$ cat src/rtl/memory_queue.sv
// Synchronous show-ahead FIFO with valid/ready handshakes on both sides.
// Occupancy is tracked by an explicit counter, and all status flags are decoded from that counter.
module memory_queue #(
    parameter int WIDTH    = 35,
    parameter int DEPTH    = 8,
    parameter int AF_LEVEL = 6
) (
    input  logic                       clk,
    input  logic                       arst,
    input  logic                       clr,
    input  logic                       wr_valid,
    output logic                       wr_ready,
    input  logic [WIDTH-1:0]           wr_data,
    output logic                       rd_valid,
    input  logic                       rd_ready,
    output logic [WIDTH-1:0]           rd_data,
    output logic [$clog2(DEPTH+1)-1:0] count,
    output logic                       full,
    output logic                       empty,
    output logic                       almost_full,
    output logic                       err_ovf,
    output logic                       err_udf
);

    localparam int PW = $clog2(DEPTH);
    localparam int CW = $clog2(DEPTH+1);
    localparam logic [CW-1:0] FULL_CNT = CW'(DEPTH);
    localparam logic [CW-1:0] AF_CNT   = CW'(AF_LEVEL);

    logic [WIDTH-1:0] mem [DEPTH];

    logic [PW-1:0] wr_ptr_q, wr_ptr_d;
    logic [PW-1:0] rd_ptr_q, rd_ptr_d;
    logic [CW-1:0] count_q, count_d;
    logic          err_ovf_q, err_ovf_d;
    logic          err_udf_q, err_udf_d;
    logic          wr_en;
    logic          rd_en;

    assign full        = (count_q == FULL_CNT);
    assign empty       = (count_q == '0);
    assign almost_full = (count_q >= AF_CNT);
    assign wr_ready    = ~full;
    assign rd_valid    = ~empty;
    assign count       = count_q;
    assign err_ovf     = err_ovf_q;
    assign err_udf     = err_udf_q;
    assign rd_data     = empty ? '0 : mem[rd_ptr_q];

    assign wr_en = wr_valid & ~full & ~clr;
    assign rd_en = rd_ready & ~empty & ~clr;

    // Pointers wrap naturally because DEPTH is a power of two.
    always_comb begin
        wr_ptr_d  = wr_ptr_q;
        rd_ptr_d  = rd_ptr_q;
        count_d   = count_q;
        err_ovf_d = err_ovf_q | (wr_valid & full);
        err_udf_d = err_udf_q | (rd_ready & empty);
        if (wr_en) begin
            wr_ptr_d = wr_ptr_q + PW'(1);
        end
        if (rd_en) begin
            rd_ptr_d = rd_ptr_q + PW'(1);
        end
        if (wr_en && !rd_en) begin
            count_d = count_q + CW'(1);
        end else if (rd_en && !wr_en) begin
            count_d = count_q - CW'(1);
        end
        if (clr) begin
            wr_ptr_d  = '0;
            rd_ptr_d  = '0;
            count_d   = '0;
            err_ovf_d = 1'b0;
            err_udf_d = 1'b0;
        end
    end

    always_ff @(posedge clk or posedge arst) begin
        if (arst) begin
            wr_ptr_q  <= '0;
            rd_ptr_q  <= '0;
            count_q   <= '0;
            err_ovf_q <= 1'b0;
            err_udf_q <= 1'b0;
        end else begin
            wr_ptr_q  <= wr_ptr_d;
            rd_ptr_q  <= rd_ptr_d;
            count_q   <= count_d;
            err_ovf_q <= err_ovf_d;
            err_udf_q <= err_udf_d;
        end
    end

    // The storage array has no reset; only accepted writes change its contents.
    always_ff @(posedge clk) begin
        if (wr_en) begin
            mem[wr_ptr_q] <= wr_data;
        end
    end

endmodule

$ cat config.mk
export PLATFORM = sky130hd
export DESIGN_NAME = memory_queue
export DESIGN_NICKNAME = d
export VERILOG_FILES = /design/src/rtl/memory_queue.sv
export SDC_FILE = /design/constraint.sdc
export NUM_CORES = 1
export LEC_CHECK = 0
export BUFFER_PORTS_ARGS = -buffer_cell sky130_fd_sc_hd__buf_2
export CAP_MARGIN = 30
export CORE_ASPECT_RATIO = 1.1
export CORE_MARGIN = 1.5
export CORE_UTILIZATION = 60
export CTS_CLUSTER_SIZE = 40
export DETAILED_ROUTE_END_ITERATION = 7
export HOLD_SLACK_MARGIN = 0.1
export PLACE_DENSITY = 0.88
export SLEW_MARGIN = 20
export SYNTH_ARGS = -nofsm -noshare
export SYNTH_HDL_FRONTEND = slang
export SYNTH_SLANG_ARGS = --single-unit
$ cat constraint.sdc
create_clock -name clk -period 5.56 [get_ports clk]
set_clock_uncertainty 0.1 [all_clocks]
set_input_delay 0.278 -clock clk [delete_from_list [all_inputs] [get_ports clk]]
set_output_delay 0.278 -clock clk [all_outputs]
set_load 0.1 [all_outputs]
==> results.toml <==
[logic_synthesis]
synth_area_um2 = 11500
ys_types = 42
yosys_warnings = 0
synthFlopType = "edfxtp_1"
async_reset_ff_frac = 0.0411
synth_edf_count = 280
syn_nets = 580
yosys_register_bits = 292
ys_seq_area_frac = 0.759
avgSynthCellArea_um2 = 21.4
synthCells = 535

[finish]
fill_cells = 1017
final_cell_area_um2 = 13500
regArea_um2 = 8720
area_growth_pct = 18.0
utilization = 0.730
finalNetCount = 720
diodes = 0
multiInputGateArea_um2 = 2590
layout-drive-gt1-share = 0.340

[timing]
finalMaxSlewViolations = 0
whs_ns = 0.223
setup_viol_count_final = 0
finalSetupTns_ns = 0
slew_headroom = 0.486
hold_viol = 0
fmax_ghz = 0.316
grt_setup_unrepaired = "no"
worstMarginPinSlew_ns = 0.771
min_period_ns = 3.16
period_share = 0.568
postLayoutSetupSlackWorst_ns = 2.40

[cts]
cts.sinks = 292
htreeDepth = 1
cts-resized-gates = 0
clockBufferDepth = 3
ctsHoldBuffers = 40
worstSkewPairLatency_ns = 0.53
post_cts_buffers = 0
tritoncts = "done"
clkTransAtPathRegs_ns = 0.06
root_buffer = "clkbuf_16"
numCtsBuffers = 27

[global_route]
grt_pass1_wl_mm = 37.6
overflow = 0
grt_max_degree = 73
track_usage = 0.260
antenna_found_initial = 0
grt_pass1_vias = 6285

[route]
routed_wl_mm = 24.7
drt_iter0_drc = 538
drc_errors = 0
vias_per_cell = 6.30
dr.pass1.iters = 8
drtAntennaViolNets = 0
num_vias = 5903
wire_per_inst_um = 26.4

[setup_path]
critPathLaunchType = "flip-flop"
cp_data_required_time_ns = 5.18
crit_type = "flip-flop to primary output"
crit_path_end_kind = "primary output"
worstPathMaxFanout = 22
critical_path_arrival_ns = 2.78

[placement]
gp_congestion = 0.817
port-buffer-count = 85
place_area_um2 = 12200
hpwlAfterDp_mm = 13.6
place_ws_ns = 2.76

[floorplanning]
initial_core_util = 0.619
fp-row-count = 52
dieHeight_um = 148
die_area_um2 = 20000
die_w_um = 135
ios = 86
core_um2 = 18500

[min_path]
hp-class = "input pin to asynchronous set/reset pin"

[run]
max_cap_violations = 0

[pwr]
ir_worst_vdd_mv = 0.413
powerDensity_nw_per_um2 = 556
p_leak_nw = 4.48

[status]
status = "complete, no violations"
==> cell type report <==
type | instances | share of cell area
Multi-Input combinational cell | 207 | 0.191
Clock inverter | 16 | 0.0140
Clock buffer | 32 | 0.0535
Inverter | 8 | 0.00259
Tap cell | 243 | 0.0225
Sequential cell | 292 | 0.644
Timing Repair Buffer | 139 | 0.0720
==> cells by family after synthesis <==
family,Yosys count,share of synthesized area
fa+ha+maj,5,0.00611
compound gates,14,0.0106
mux,108,0.171
buf+inv,36,0.0196
flops,292,0.759
simple gates,74,0.0292
xor+xnor,6,0.00458
==> routing by layer <==
layer | wire length (µm) | up-vias | track usage
li1 | - | 2459 | -
met1 | 9050 | 3057 | 0.331
met2 | 13300 | 316 | 0.453
met3 | 1420 | 71 | 0.0312
met4 | 946 | 0 | 0.113
met5 | 0 | - | 0.00758
==> report_power, final <==
part / total, mW / internal [mW] / switching (mW) / leakage (nW)
Clock: 1.89 / 1.12 / 0.779 / 0.447
Sequential: 2.60 / 2.50 / 0.102 / 2.68
Combinational: 3.03 / 0.714 / 2.32 / 1.35
==> state kept, by name, indices dropped and copies added, names as in the netlist <==
name	count
wr_ptr_q	3
mem	280
err_udf	1
count	4
rd_ptr_q	3
err_ovf	1
==> worst max-delay path, stage by stage (launching register included) <==
cell and delay [ns]:
dfrtp_4 0.64, buf_4 0.47, mux4_2 0.56, mux2i_1 0.19, nor2_1 0.07, buf_2 0.31
==> final timing paths <==
check	depth (start not counted)	end	from	slack (ns)
max in group asynchronous	3	rd_ptr_q[1]	arst	4.77
min in group clk	2	err_ovf	err_ovf	0.43
max	5	rd_data[15]	rd_ptr_q[0]	2.40
min	3	count[2]	arst	0.22
max reg2reg	8	count[3]	count[0]	2.66
min reg2reg	2	err_ovf	err_ovf	0.43
==> cells in the final DEF, fill, tap and decap left out, drive strengths merged, types with 3 or more instances in the layout <==
master / synthesis / routed
mux2i: 38 / 38
buf: 24 / 99
ha: 4 / 4
clkinv: 0 / 8
xor2: 4 / 4
dfrtp: 12 / 12
nand2: 7 / 7
mux4: 70 / 70
edfxtp: 280 / 280
nor2: 51 / 51
nand2b: 3 / 3
inv: 8 / 9
dlygate4sd3: 0 / 40
clkinvlp: 0 / 3
nand3: 5 / 5
nor3: 5 / 5
clkbuf: 4 / 32
bufinv: 0 / 4
a21oi: 4 / 4
==> through the flow <==
stage	instances	power, mW
final	937	7.53
after global routing	937	7.75
after CTS	936	7.55
after detailed placement	848	5.63
after global placement	846	5.53
after floorplan	535	5.18
==> cells in the mapped netlist (2+ instances only) <==
master	number	area (µm²)
mux2i_1	38	380
a21oi_1	4	20.0
buf_2	12	60.1
clkbuf_1	2	7.51
edfxtp_1	280	8410
nand2_2	2	12.5
dfrtp_1	12	300
nor3_1	4	20.0
buf_6	4	45.0
xor2_1	4	35.0
nand2_1	4	15.0
mux4_2	70	1580
buf_4	7	52.6
xnor2_1	2	17.5
nor2_1	51	191
ha_1	4	50.1
inv_1	6	22.5
nand3_1	4	20.0
nand2b_1	2	12.5
(Power assumes the default switching activity.)
